`config.mk`:
```
export PLATFORM = sky130hd
export DESIGN_NAME = if_fetch_unit_flat
export DESIGN_NICKNAME = d
export VERILOG_FILES = /design/src/rtl/simplerisc_pkg.sv /design/src/rtl/if_fetch_unit_if.sv /design/src/rtl/if_out_buf.sv /design/src/rtl/if_fetch_unit.sv /design/src/flat_wrapper.sv
export SDC_FILE = /design/constraint.sdc
export NUM_CORES = 1
export LEC_CHECK = 0
export ABC_AREA = 1
export CORE_ASPECT_RATIO = 0.6
export CORE_MARGIN = 2
export CORE_UTILIZATION = 43
export DETAILED_ROUTE_END_ITERATION = 16
export GPL_ROUTABILITY_DRIVEN = 0
export PLACE_DENSITY = 0.75
export SLEW_MARGIN = 20
export SYNTH_ARGS = -nofsm -noshare
export SYNTH_HDL_FRONTEND = slang
export SYNTH_SLANG_ARGS = --single-unit
```
`constraint.sdc`:
```
create_clock -name clk -period 1.7 [get_ports clk]
set_input_delay 0.17 -clock clk [delete_from_list [all_inputs] [get_ports clk]]
set_output_delay 0.17 -clock clk [all_outputs]
set_load 0.01 [all_outputs]
```
`src/rtl/simplerisc_pkg.sv`:
```
// rtl/simplerisc_pkg.sv - shared SimpleRISC widths, nop encoding and fetch-state type
//
// Purpose : common definitions for the instruction-fetch slice.
// Contents: INST_W, ADDR_W, NOP_INST, fetch_state_t, pc_incr().
package simplerisc_pkg;

  localparam int INST_W = 32;
  localparam int ADDR_W = 32;

  localparam logic [INST_W-1:0] NOP_INST = 32'h6800_0000;

  typedef enum logic [1:0] {
    S_REQ   = 2'd0,  // drive a request at pc
    S_WAIT  = 2'd1,  // request accepted, awaiting its response
    S_HOLD  = 2'd2,  // instruction held while downstream is stalled
    S_DRAIN = 2'd3   // swallow the response of a squashed request
  } fetch_state_t;

  // Sequential fetch address; wraps naturally at 2^32.
  function automatic logic [ADDR_W-1:0] pc_incr(input logic [ADDR_W-1:0] pc);
    return pc + ADDR_W'(4);
  endfunction

endpackage

```
`src/rtl/if_fetch_unit_if.sv`:
```
// rtl/if_fetch_unit_if.sv - instruction-memory request/response channel
//
// Purpose : groups the imem request and response handshake signals.
// Signals : req_valid/req_addr/req_ready  request channel
//           rsp_valid/rsp_data            response channel (no back-pressure)
// Modports: master = fetch unit, slave = instruction memory.
interface if_fetch_unit_if;

  logic        req_valid;
  logic [31:0] req_addr;
  logic        req_ready;
  logic        rsp_valid;
  logic [31:0] rsp_data;

  modport master (
    output req_valid,
    output req_addr,
    input  req_ready,
    input  rsp_valid,
    input  rsp_data
  );

  modport slave (
    input  req_valid,
    input  req_addr,
    output req_ready,
    output rsp_valid,
    output rsp_data
  );

endinterface

```
`src/rtl/if_out_buf.sv`:
```
// rtl/if_out_buf.sv - one-entry instruction/pc output buffer
//
// Purpose : holds the instruction presented to the IF/OF pipe register.
// Ports   : clk, rst_n               clock, async active-low reset
//           load, load_inst, load_pc write a new entry
//           consume                 entry taken downstream
//           flush                   branch squash (wins over load)
//           inst, pc, valid         buffered entry; inst is NOP_WORD when empty
module if_out_buf
  import simplerisc_pkg::*;
#(
  parameter logic [INST_W-1:0] NOP_WORD = NOP_INST
) (
  input  logic              clk,
  input  logic              rst_n,
  input  logic              load,
  input  logic [INST_W-1:0] load_inst,
  input  logic [ADDR_W-1:0] load_pc,
  input  logic              consume,
  input  logic              flush,
  output logic [INST_W-1:0] inst,
  output logic [ADDR_W-1:0] pc,
  output logic              valid
);

  logic [INST_W-1:0] inst_q;
  logic [ADDR_W-1:0] pc_q;
  logic              valid_q;

  // pc_q is deliberately left untouched by flush/consume so pc_IF keeps
  // its last value while the buffer is empty.
  always_ff @(posedge clk or negedge rst_n) begin
    if (!rst_n) begin
      inst_q  <= NOP_WORD;
      pc_q    <= '0;
      valid_q <= 1'b0;
    end else if (flush) begin
      valid_q <= 1'b0;
    end else if (load) begin
      inst_q  <= load_inst;
      pc_q    <= load_pc;
      valid_q <= 1'b1;
    end else if (consume) begin
      valid_q <= 1'b0;
    end
  end

  assign inst  = valid_q ? inst_q : NOP_WORD;
  assign pc    = pc_q;
  assign valid = valid_q;

endmodule

```
`src/rtl/if_fetch_unit.sv`:
```
// rtl/if_fetch_unit.sv - SimpleRISC instruction fetch unit, one outstanding request
//
// Purpose : fetches sequential instructions, redirects on branch, holds on stall.
// Ports   : clk, rst_n            clock, async active-low reset
//           stall                 downstream not taking inst_IF this cycle
//           branch_taken/pc       redirect from EX (highest priority)
//           imem                  instruction-memory channel (master side)
//           inst_IF/pc_IF/valid_IF instruction to the IF/OF pipe register
module if_fetch_unit #(
  parameter logic [31:0] RESET_PC = 32'h0000_0000,
  parameter logic [31:0] NOP_INST = simplerisc_pkg::NOP_INST
) (
  input  logic                  clk,
  input  logic                  rst_n,
  input  logic                  stall,
  input  logic                  branch_taken,
  input  logic [31:0]           branch_pc,
  if_fetch_unit_if.master       imem,
  output logic [31:0]           inst_IF,
  output logic [31:0]           pc_IF,
  output logic                  valid_IF
);

  import simplerisc_pkg::*;

  fetch_state_t      state_q, state_d;
  logic [ADDR_W-1:0] pc_q, pc_d;
  logic              req_valid;
  logic              buf_load;
  logic              buf_consume;
  logic              buf_valid;

  always_ff @(posedge clk or negedge rst_n) begin
    if (!rst_n) begin
      state_q <= S_REQ;
      pc_q    <= RESET_PC;
    end else begin
      state_q <= state_d;
      pc_q    <= pc_d;
    end
  end

  always_comb begin
    state_d   = state_q;
    pc_d      = pc_q;
    req_valid = 1'b0;
    buf_load  = 1'b0;

    unique case (state_q)
      S_REQ: begin
        // Do not fetch while an unconsumed instruction is stuck behind a
        // stall: its response would have nowhere to go.
        req_valid = !(buf_valid && stall);
        if (branch_taken) begin
          pc_d    = branch_pc;
          state_d = (req_valid && imem.req_ready) ? S_DRAIN : S_REQ;
        end else if (req_valid && imem.req_ready) begin
          state_d = S_WAIT;
        end
      end
      S_WAIT: begin
        if (branch_taken) begin
          pc_d    = branch_pc;
          state_d = imem.rsp_valid ? S_REQ : S_DRAIN;
        end else if (imem.rsp_valid) begin
          buf_load = 1'b1;
          pc_d     = pc_incr(pc_q);
          state_d  = stall ? S_HOLD : S_REQ;
        end
      end
      S_HOLD: begin
        if (branch_taken) begin
          pc_d    = branch_pc;
          state_d = S_REQ;
        end else if (!stall) begin
          state_d = S_REQ;
        end
      end
      S_DRAIN: begin
        if (branch_taken) begin
          pc_d = branch_pc;
        end
        if (imem.rsp_valid) begin
          state_d = S_REQ;
        end
      end
      default: begin
        state_d = S_REQ;
      end
    endcase
  end

  assign buf_consume = buf_valid && !stall;

  // Request is masked during reset because the reset state is S_REQ.
  assign imem.req_valid = req_valid && rst_n;
  assign imem.req_addr  = pc_q;

  if_out_buf #(
    .NOP_WORD (NOP_INST)
  ) u_out_buf (
    .clk       (clk),
    .rst_n     (rst_n),
    .load      (buf_load),
    .load_inst (imem.rsp_data),
    .load_pc   (pc_q),
    .consume   (buf_consume),
    .flush     (branch_taken),
    .inst      (inst_IF),
    .pc        (pc_IF),
    .valid     (buf_valid)
  );

  assign valid_IF = buf_valid;

endmodule

```
`src/flat_wrapper.sv`:
```
// flat-port wrapper written by rule: the top's interface ports become plain ports
module if_fetch_unit_flat import simplerisc_pkg::*;
#(
  parameter logic [31:0] RESET_PC = 32'h0000_0000,
  parameter logic [31:0] NOP_INST = simplerisc_pkg::NOP_INST
)
  (clk, rst_n, stall, branch_taken, branch_pc, inst_IF, pc_IF, valid_IF, imem_req_valid, imem_req_addr, imem_req_ready, imem_rsp_valid, imem_rsp_data);
  if_fetch_unit_if imem_i ();
  input  logic clk;
  input  logic rst_n;
  input  logic stall;
  input  logic branch_taken;
  input  logic [31:0] branch_pc;
  output logic [31:0] inst_IF;
  output logic [31:0] pc_IF;
  output logic valid_IF;
  output wire logic [$bits(imem_i.req_valid)-1:0] imem_req_valid;
  output wire logic [$bits(imem_i.req_addr)-1:0] imem_req_addr;
  input wire logic [$bits(imem_i.req_ready)-1:0] imem_req_ready;
  input wire logic [$bits(imem_i.rsp_valid)-1:0] imem_rsp_valid;
  input wire logic [$bits(imem_i.rsp_data)-1:0] imem_rsp_data;
  assign imem_req_valid = imem_i.req_valid;
  assign imem_req_addr = imem_i.req_addr;
  assign imem_i.req_ready = imem_req_ready;
  assign imem_i.rsp_valid = imem_rsp_valid;
  assign imem_i.rsp_data = imem_rsp_data;
  if_fetch_unit #(.RESET_PC(RESET_PC), .NOP_INST(NOP_INST)) u_core (.clk(clk), .rst_n(rst_n), .stall(stall), .branch_taken(branch_taken), .branch_pc(branch_pc), .imem(imem_i), .inst_IF(inst_IF), .pc_IF(pc_IF), .valid_IF(valid_IF));
endmodule
```
# --- After elaboration in Yosys (flattened, before gate mapping) ---
# Index checks and enable logic that the tools add are counted.
word_totals:
  input_bits: 70
  out_inout_bits: 98
  reg_bits: 99
  wordCells: 50
classes:
  add_sub_neg: 1
  reduce_logical: 12
  eq_ne: 8
  mux: 23
  n_bitwise: 1
ops:
  columns: ["operator", "count"]
  rows:
  - ["2-to-1 mux 32 bit", 4]
  - ["one-hot mux 32 bit (2 select lines)", 1]
  - ["adder 32 x 3 -> 32 bit, second input constant", 1]
  - ["2-to-1 mux 2 bit", 10]
  - ["one-hot mux 2 bit (4 select lines)", 1]
  - ["2-to-1 mux 1 bit", 7]
  - ["!= test 3 bit, second input constant", 2]
  - ["== test 2 bit, second input constant", 2]
  - ["logical AND 1 bit", 4]
  - ["AND reduction 2 bit", 2]
  - ["AND reduction 4 bit", 1]
  - ["!= test 3 x 2 -> 1 bit, second input constant", 1]
  - ["nonzero test 3 bit", 1]
  - ["OR reduction 3 bit", 1]
  - ["== test 2 x 1 -> 1 bit, second input constant", 1]
  - ["logical NOT 1 bit", 2]
  - ["logical NOT 2 bit", 1]
  - ["!= test 2 x 1 -> 1 bit, second input constant", 1]
  - ["!= test 2 bit, second input constant", 1]
  - ["inverter 1 bit", 1]

# --- Depth between registers and ports, before layout ---
# Gate-level depths: netlist (run 1).
depth:
  word_depth: 6
  ltp_mapped: 10
  mapped_depth_nobuf: 10

# --- Modules after synthesis ---
# From an unflattened synthesis (run 1), not the netlist that was laid out.
hier_totals:
  hier_cells: 780
  area_unflattened_um2: 5532.8
by_module_without_submodules:
  columns: ["module", "n_inst", "area_per_inst_um2", "cells_per_inst"]
  rows:
  - ["if_out_buf", 1, 2894.0, 351]
  - ["if_fetch_unit", 1, 2638.8, 429]

# --- Worst setup path before layout (run 1) ---
# No wires, ideal clock.
synth_timing:
  path_kind: "register to register"
  startpoint: "register u_core.pc_q[3] (netlist: u_core.imem.req_addr[3])"
  endpoint: "register u_core.pc_q[20] (netlist: u_core.imem.req_addr[20])"
  synth_period_minus_slack_ps: 1479
  path_stages_with_launch: 9
  slack_ps: 221
  arrival_time_ps: 1359
  path_buffers: 0
  setup_ps: 119
  required_time_ps: 1581
  path_cell_list: "dfrtp_1 > ha_1 > nand2_1 > nor2_1 > nand2_1 > nor2_1 > nand3_1 > o22ai_1 > nor2_1"
synth_via:
  elab_chain_cells: 4
synth_rtl:
  columns: ["item", "line", "text"]
  rows:
  - ["start, declared", "if_fetch_unit.sv:27", "logic [ADDR_W-1:0] pc_q, pc_d;"]
  - ["start signal, assigned", "if_fetch_unit.sv:39", "pc_q <= pc_d;"]
  - ["adder 32 x 3 -> 32 bit", "simplerisc_pkg.sv:21", "return pc + ADDR_W'(4);"]
  - ["2-to-1 mux 32 bit", "if_fetch_unit.sv:65", "end else if (imem.rsp_valid) begin"]
  - ["2-to-1 mux 32 bit", "if_fetch_unit.sv:62", "if (branch_taken) begin"]
  - ["one-hot mux 32 bit (2 select lines)", "if_fetch_unit.sv:49", "unique case (state_q)"]
# No other way between the ends. The select of a mux whose other input is x is not followed.
# A chain may end at the register's enable or synchronous reset.

# --- Final worst setup path (run 1) ---
layout_timing:
  startpoint: "register u_core.u_out_buf.valid_q (netlist: u_core.u_out_buf.valid)"
  endpoint: "output inst_IF[23]"
layout_via:
  elab_chain_cells: 1
layout_rtl:
  columns: ["item", "line", "text"]
  rows:
  - ["start, declared", "if_out_buf.sv:28", "logic valid_q;"]
  - ["start signal, assigned", "if_out_buf.sv:36", "valid_q <= 1'b0;"]
  - ["start signal, assigned", "if_out_buf.sv:38", "valid_q <= 1'b0;"]
  - ["start signal, assigned", "if_out_buf.sv:42", "valid_q <= 1'b1;"]
  - ["2-to-1 mux 32 bit", "if_out_buf.sv:48", "assign inst = valid_q ? inst_q : NOP_WORD;"]
  - ["end, declared", "flat_wrapper.sv:14", "output logic [31:0] inst_IF;"]
# No other way between the ends.

==> flow_summary.ini, run 1 <==
[grt]
antenna_found_initial = 0
grt_max_degree = 100
grt-ovfl-total = 0
grt_pass1_wl_mm = 24.8
grt_pass1_vias = 4819
grt.total_usage_pct = 24.4

[floorplanning]
core_area_um2 = 12000
die_y_um = 89.6
rows = 31
start_util_pct = 43.8
die_area_um2 = 13100
fp.dieW_um = 147
ios = 168

[clocking]
clk_pin_slew_ns = 0.07
cts-root-buf = clkbuf_16
cts_buffer_depth = 2
clk_latency_ns = 0.34
numCtsBuffers = 9
cts_htree_levels = 3
cts.sinks = 99
cts_tree = built

[yosys]
synth-xor-area-share_pct = 0.167
synth_cells = 669
synth-adder-area-share_pct = 0.238
syn_area_um2 = 5250
syn_nets = 740
yosys_warnings = 0
synth_compound_area_share_pct = 9.11
synthMuxAreaShare_pct = 8.87
yosys_register_bits = 99
ys_seq_area_share_pct = 47.3
synth-simple-area-share_pct = 25.8
syn_avg_cell_area_um2 = 7.84
synth_top_family_by_area = simple AND/OR/NAND/NOR gates
ys_types = 27

[outcome]
status = complete, no violations

[setup_path]
r2r_cells = 9
r2r_end = u_core.imem.req_addr[27]
worst_setup_path_end_kind = output port
path_delay_family = buffers and inverters
critPathKind = register to output port
r2r_setup_slack_ns = 0.07
timing.rr.start = u_core.imem.req_addr[15]
slowest_stage = clkdlybuf4s50_1
path_cells = buf_6 > nand2_1 > inv_1 > clkdlybuf4s50_1
cp.depth = 4
critPathMaxFanout = 7
path_buf_inv = 3
cp-start-kind = register
cp_data_required_time_ns = 1.53
crit_arrival_ns = 1.47
cpPeakStageDelay_ns = 0.53

[min_path]
worst_hold_path.endpoint = u_core.u_out_buf.inst_q[29]
min_from = imem_rsp_data[29]
min_path_cells = 3
hold_path_class = input port to register

[routing]
drtAntennaViolNets = 0
vias = 5277
drc = 0
firstDrtPassIters = 5
viasPerCell = 5.13
routed_wl_mm = 16.0
drtIter0Drc = 458
wire_per_inst_um = 15.6

[layout]
final_common_cell = nand2_1
area_growth_pct = 47.4
fin_area_um2 = 7730
fillers = 970
antenna_cells = 0
finalNetCount = 930
drive_gt1_share_pct = 13.0
layout_common_cells = nand2_1, clkdlybuf4s50_1, dfrtp_1

[power]
p_per_area_nw_per_um2 = 1480
p_total_w = 0.0114
leakagePower_nw = 3.95
max-vdd-ir-drop_v = 0.000762

[job]
timing.max_cap.violations = 0

[sta]
finalClockSkew_ns = 0.00492
setup_violations = 0
maxSlewViolCount = 0
final.min_clock_period_ns = 1.64
fin_crit_sh_pct = 96.7
max_slew_margin_pct = 63.8
worstMarginPinSlew_ns = 0.543
rsz0062_at_grt = true
fmax_ghz = 0.609
final_hold_viol_count = 0

[placement]
dp_hpwl_mm = 12.1
io_buffer_count = 167
postPlaceCellArea_um2 = 7330
-- synthesized netlist by cell type --
| library cell | instances | area share (%) |
|---|---|---|
| inv_2 | 2 | 0.14 |
| clkbuf_1 | 12 | 0.86 |
| a21oi_1 | 21 | 2.0 |
| buf_6 | 3 | 0.64 |
| nor3_1 | 1 | 0.095 |
| buf_4 | 1 | 0.14 |
| nand2_4 | 2 | 0.43 |
| a31oi_1 | 2 | 0.24 |
| ha_1 | 1 | 0.24 |
| o21ai_0 | 55 | 5.2 |
| xor2_1 | 1 | 0.17 |
| nor2_1 | 79 | 5.7 |
| dfrtp_1 | 96 | 46 |
| nand3_1 | 36 | 3.4 |
| nor2_4 | 1 | 0.21 |
| a32oi_1 | 1 | 0.17 |
| o22ai_1 | 11 | 1.3 |
| inv_1 | 79 | 5.7 |
| mux2_4 | 31 | 8.9 |
| or2_2 | 1 | 0.12 |
| o31ai_1 | 1 | 0.14 |
| buf_2 | 10 | 0.95 |
| clkinv_2 | 1 | 0.095 |
| dfstp_2 | 3 | 1.5 |
| nand4_1 | 5 | 0.60 |
| nand2_1 | 212 | 15 |
| nand2_2 | 1 | 0.12 |
-- flip-flops by register name (all words and copies together) (netlist names) --
name,cells
u_core.u_out_buf.pc,32
u_core.imem.req_addr,32
u_core.u_out_buf.inst_q,32
u_core.state_q,2
u_core.u_out_buf.valid,1
-- worst max-delay path by stage --
stage | startpoint | endpoint | slack [ns]
final | u_core.u_out_buf.valid | inst_IF[23] | 0.06
after global routing | u_core.u_out_buf.valid | inst_IF[25] | -0.01
after global placement | branch_taken | u_core.u_out_buf.inst_q[23] | 0.01
after CTS | u_core.u_out_buf.valid | inst_IF[26] | 0.0008
after detailed placement | branch_taken | u_core.u_out_buf.inst_q[26] | -0.02
after floorplan | u_core.imem.req_addr[3] | u_core.imem.req_addr[20] | 0.22
-- through the flow --
stage / hold WS [ns] / util, % / setup TNS (ns) / setup slack [ns] / instances
4_1_cts: 0.367 / 64.1 / 0 / 0.000759 / 1028
3_5_place_dp: 0.353 / 61.2 / -0.0874 / -0.0185 / 1011
5_1_grt: 0.417 / 64.5 / -0.0518 / -0.0149 / 1029
6_report: 0.381 / 64.5 / 0 / 0.0568 / 1029
2_1_floorplan: -0.126 / - / 0 / 0.221 / 669
3_3_place_gp: 0.346 / 61.2 / 0 / 0.0125 / 1011
-- report_power, final --
group	internal [W]	switching (W)	total, W
Sequential	0.00336	0.000797	0.00415
Clock	0.00159	0.000895	0.00249
Combinational	0.00255	0.00224	0.00479
-- worst min-delay path, stage by stage --
cell and delay, ns:
clkdlybuf4s50_1 0.40, nor2_1 0.10, a21oi_1 0.05
-- repair_timing --
action                                  in CTS  in global routing
resized for setup                           31                 20
hold endpoints to repair                    96                  0
hold buffers                                 1                  0
buffers inserted                             0                  1
endpoints found under the setup margin      34                 21
-- cells by family (layout without fill, tap and decap cells) --
| logic type | Yosys count | after routing |
|---|---|---|
| multiplexers | 31 | 31 |
| buffers and inverters | 108 | 303 |
| adder cells (fa/ha/maj) | 1 | 1 |
| AO/OA/AOI/OAI | 91 | 91 |
| XOR/XNOR | 1 | 1 |
| AND/OR/NAND/NOR | 338 | 338 |
| flip-flops | 99 | 99 |
-- layout make-up --
type	instances	area, um2	area share, %
Clock buffer	10	229	2.96
Clock inverter	6	136	1.76
Inverter	82	309	4.00
Multi-Input combinational cell	462	2360	30.5
Sequential cell	99	2490	32.1
Tap cell	165	206	2.67
Timing Repair Buffer	205	2010	26.0
-- layer usage --
| metal | track usage [%] | share of wire, % | up-vias |
|---|---|---|---|
| met2 | 35.6 | 42 | 321 |
| met5 | 0 | 0 | - |
| met3 | 7.45 | 12 | 13 |
| met1 | 35.6 | 46 | 2456 |
| met4 | 5.65 | 0.72 | 0 |
| li1 | - | - | 2487 |
Note: power is estimated with default switching activity, not from simulation.
==> run 2: changes to the inputs <==
--- a/config.mk
+++ b/config.mk
@@ -6,9 +6,11 @@
 export NUM_CORES = 1
 export LEC_CHECK = 0
 export ABC_AREA = 1
+export ABC_CLOCK_PERIOD_IN_PS = 1700
 export CORE_ASPECT_RATIO = 0.6
 export CORE_MARGIN = 2
 export CORE_UTILIZATION = 43
+export CTS_CLUSTER_SIZE = 12
 export DETAILED_ROUTE_END_ITERATION = 16
 export GPL_ROUTABILITY_DRIVEN = 0
 export PLACE_DENSITY = 0.75
==> results of run 2 <==
Final layout, timing and power as in run 1 (identical DEF).
==> run 3: changes to the inputs <==
--- a/config.mk
+++ b/config.mk
@@ -6,13 +6,14 @@
 export NUM_CORES = 1
 export LEC_CHECK = 0
 export ABC_AREA = 1
-export ABC_CLOCK_PERIOD_IN_PS = 1700
+export ABC_CLOCK_PERIOD_IN_PS = 1800
 export CORE_ASPECT_RATIO = 0.6
 export CORE_MARGIN = 2
 export CORE_UTILIZATION = 43
 export CTS_CLUSTER_SIZE = 12
 export DETAILED_ROUTE_END_ITERATION = 16
 export GPL_ROUTABILITY_DRIVEN = 0
+export HOLD_SLACK_MARGIN = 0.06
 export PLACE_DENSITY = 0.75
 export SLEW_MARGIN = 20
 export SYNTH_ARGS = -nofsm -noshare
==> constraint.sdc (replaced) <==
create_clock -name clk -period 1.8 [get_ports clk]
set_input_delay 0.18 -clock clk [delete_from_list [all_inputs] [get_ports clk]]
set_output_delay 0.18 -clock clk [all_outputs]
set_load 0.01 [all_outputs]
==> run 3 against run 2 <==
Effect of this change: cell area shrank 0.89%; critical path depth down 1; count of clock-buffer cells in the layout up 2; global-route usage rose by 0.36 points; non-clock buffer count is 12 lower; clock skew grew 0.0017 ns; first-iteration DRC count is 37% higher; combinational power fell by 6.7%; sequential power fell by 5%; worst hold slack worse by 0.0012 ns; largest cell class unchanged; highest routed layer unchanged; sequential share of layout area is 0.27 points higher; setup slack got worse by 0.0014 ns.
==> flow_summary.ini, run 3 (synthesized netlist as in run 1, its figures left out) <==
[floorplanning]
core_area_um2 = 12000
die_y_um = 89.6
rows = 31
start_util_pct = 43.8
ios = 168
fp.dieW_um = 147
die_area_um2 = 13100

[placement]
dp_hpwl_mm = 12.2
io_buffer_count = 167
dp_cells = 999

[power]
p_per_area_nw_per_um2 = 1390
p_sw_share_pct = 34.8
switching_power_w = 0.00371
pwr-share-comb_pct = 41.9
power.share.clock_pct = 21.0
max-vdd-ir-drop_v = 0.000766
pwr-share-seq_pct = 37.1
internal_power_w = 0.00694
leakagePower_nw = 4.12

[clocking]
cts_buffer_depth = 2
cts-root-buf = clkbuf_16
clk_latency_ns = 0.35
cts_tree = built
cts.sinks = 99
clk_pin_slew_ns = 0.06
cts_htree_levels = 3
numCtsBuffers = 9

[routing]
wire_per_inst_um = 16.1
drc = 0
vias = 5238
drtAntennaViolNets = 0
viasPerCell = 5.15
drtIter0Drc = 627
firstDrtPassIters = 5
routed_wl_mm = 16.4

[sta]
max_slew_margin_pct = 61.8
fin_crit_sh_pct = 96.9
rsz0062_at_grt = true
finalClockSkew_ns = 0.00665
setup_violations = 0
holdWs_ns = 0.380
final_hold_viol_count = 0
worstMarginPinSlew_ns = 0.573
finalSetupTns_ns = 0
maxSlewViolCount = 0
final.min_clock_period_ns = 1.74
fmax_ghz = 0.573

[setup_path]
r2r_end = u_core.imem.req_addr[23]
critPathMaxFanout = 26
crit_arrival_ns = 1.56
cp_data_required_time_ns = 1.62
cp-start-kind = register
r2r_setup_slack_ns = 0.19
startpoint = u_core.u_out_buf.valid
r2r_cells = 9
critPathKind = register to output port
critical_path.endpoint = inst_IF[30]
worst_setup_path_end_kind = output port
timing.rr.start = u_core.imem.req_addr[10]

[outcome]
status = complete, no violations

[layout]
fillers = 984
finalNetCount = 918
antenna_cells = 0
drive_gt1_share_pct = 10.7
stdcell_count = 1017
area_growth_pct = 46.1
final_common_cell = nand2_1
layout_common_cells = nand2_1, clkdlybuf4s50_1, dfrtp_1
post-route-util_pct = 64.0

[grt]
antenna_found_initial = 0
grt-ovfl-total = 0
grt.total_usage_pct = 24.8
grt_max_degree = 100
grt_pass1_vias = 4828
grt_pass1_wl_mm = 25.2

[job]
timing.max_cap.violations = 0

[min_path]
min_path_cells = 3
min_from = imem_rsp_data[30]
hold_path_class = input port to register
-- run 3: cell types whose count changed in the layout (fill, tap and decap cells not counted), sizes merged --
cell	before	now
clkinvlp	1	0
inv	82	81
buf	38	26
bufinv	4	3
clkinv	1	2
dlymetal6s2s	3	22
clkbuf	10	12
dlygate4sd2	28	2
clkdlybuf4s50	135	142
-- run 3: layout make-up --
cell class                 instances  area, um2  share of cell area [%]
sequential                        99       2480                    32.4
multi-input combinational        462       2330                    30.5
timing repair buffer             193       1990                    25.9
inverter                          82        309                    4.03
clock buffer                      12        246                    3.22
tap                              165        206                    2.69
clock inverter                     4       98.8                    1.29
-- run 3: worst max-delay path, cell delays in order, from the launching register on --
cell	delay [ns]
dfrtp_1	0.43
buf_12	0.18
nand2_1	0.07
clkdlybuf4s50_1	0.53
-- run 3: through the flow --
step	worst slack, ns	total power (W)	area, um2
floorplan	0.321	0.00606	5250
global placement	0.0933	0.00820	7230
detailed placement	0.0321	0.00839	7230
CTS	0.0190	0.0107	7590
finish	0.0554	0.0107	7670
global route	-0.0260	0.0113	7670
-- run 3: layer usage --
layer  track usage, %  vias up  routed length, um
met5                0        -                  0
met4             6.35        0                214
met3             6.58       24               1730
met2             37.3      294               7080
met1             35.6     2452               7380
li1                 -     2468                  -
-- run 3: how the worst min path moves through the flow --
stage / end / slack, ns
after floorplan: u_core.imem.req_addr[0] / -0.12
after global placement: u_core.u_out_buf.pc[31] / 0.35
after detailed placement: u_core.u_out_buf.pc[3] / 0.37
after CTS: u_core.u_out_buf.inst_q[30] / 0.37
after global routing: u_core.imem.req_addr[1] / 0.43
final: u_core.u_out_buf.inst_q[30] / 0.38
-- run 3: power groups by stage --
stage / Clock (W) / Combinational [W] / Sequential [W]
CTS: 0.00228 / 0.00447 / 0.00393
finish: 0.00224 / 0.00447 / 0.00395
global route: 0.00239 / 0.00484 / 0.00407
global placement: 0 / 0.00431 / 0.00390
floorplan: 0 / 0.00205 / 0.00401
detailed placement: 0 / 0.00445 / 0.00394
-- run 3: repair_timing --
action	in CTS	in global routing
endpoints found under the setup margin	3	30
hold endpoints to repair	96	0
hold buffers	1	0
resized for setup	4	30
setup buffers	1	0
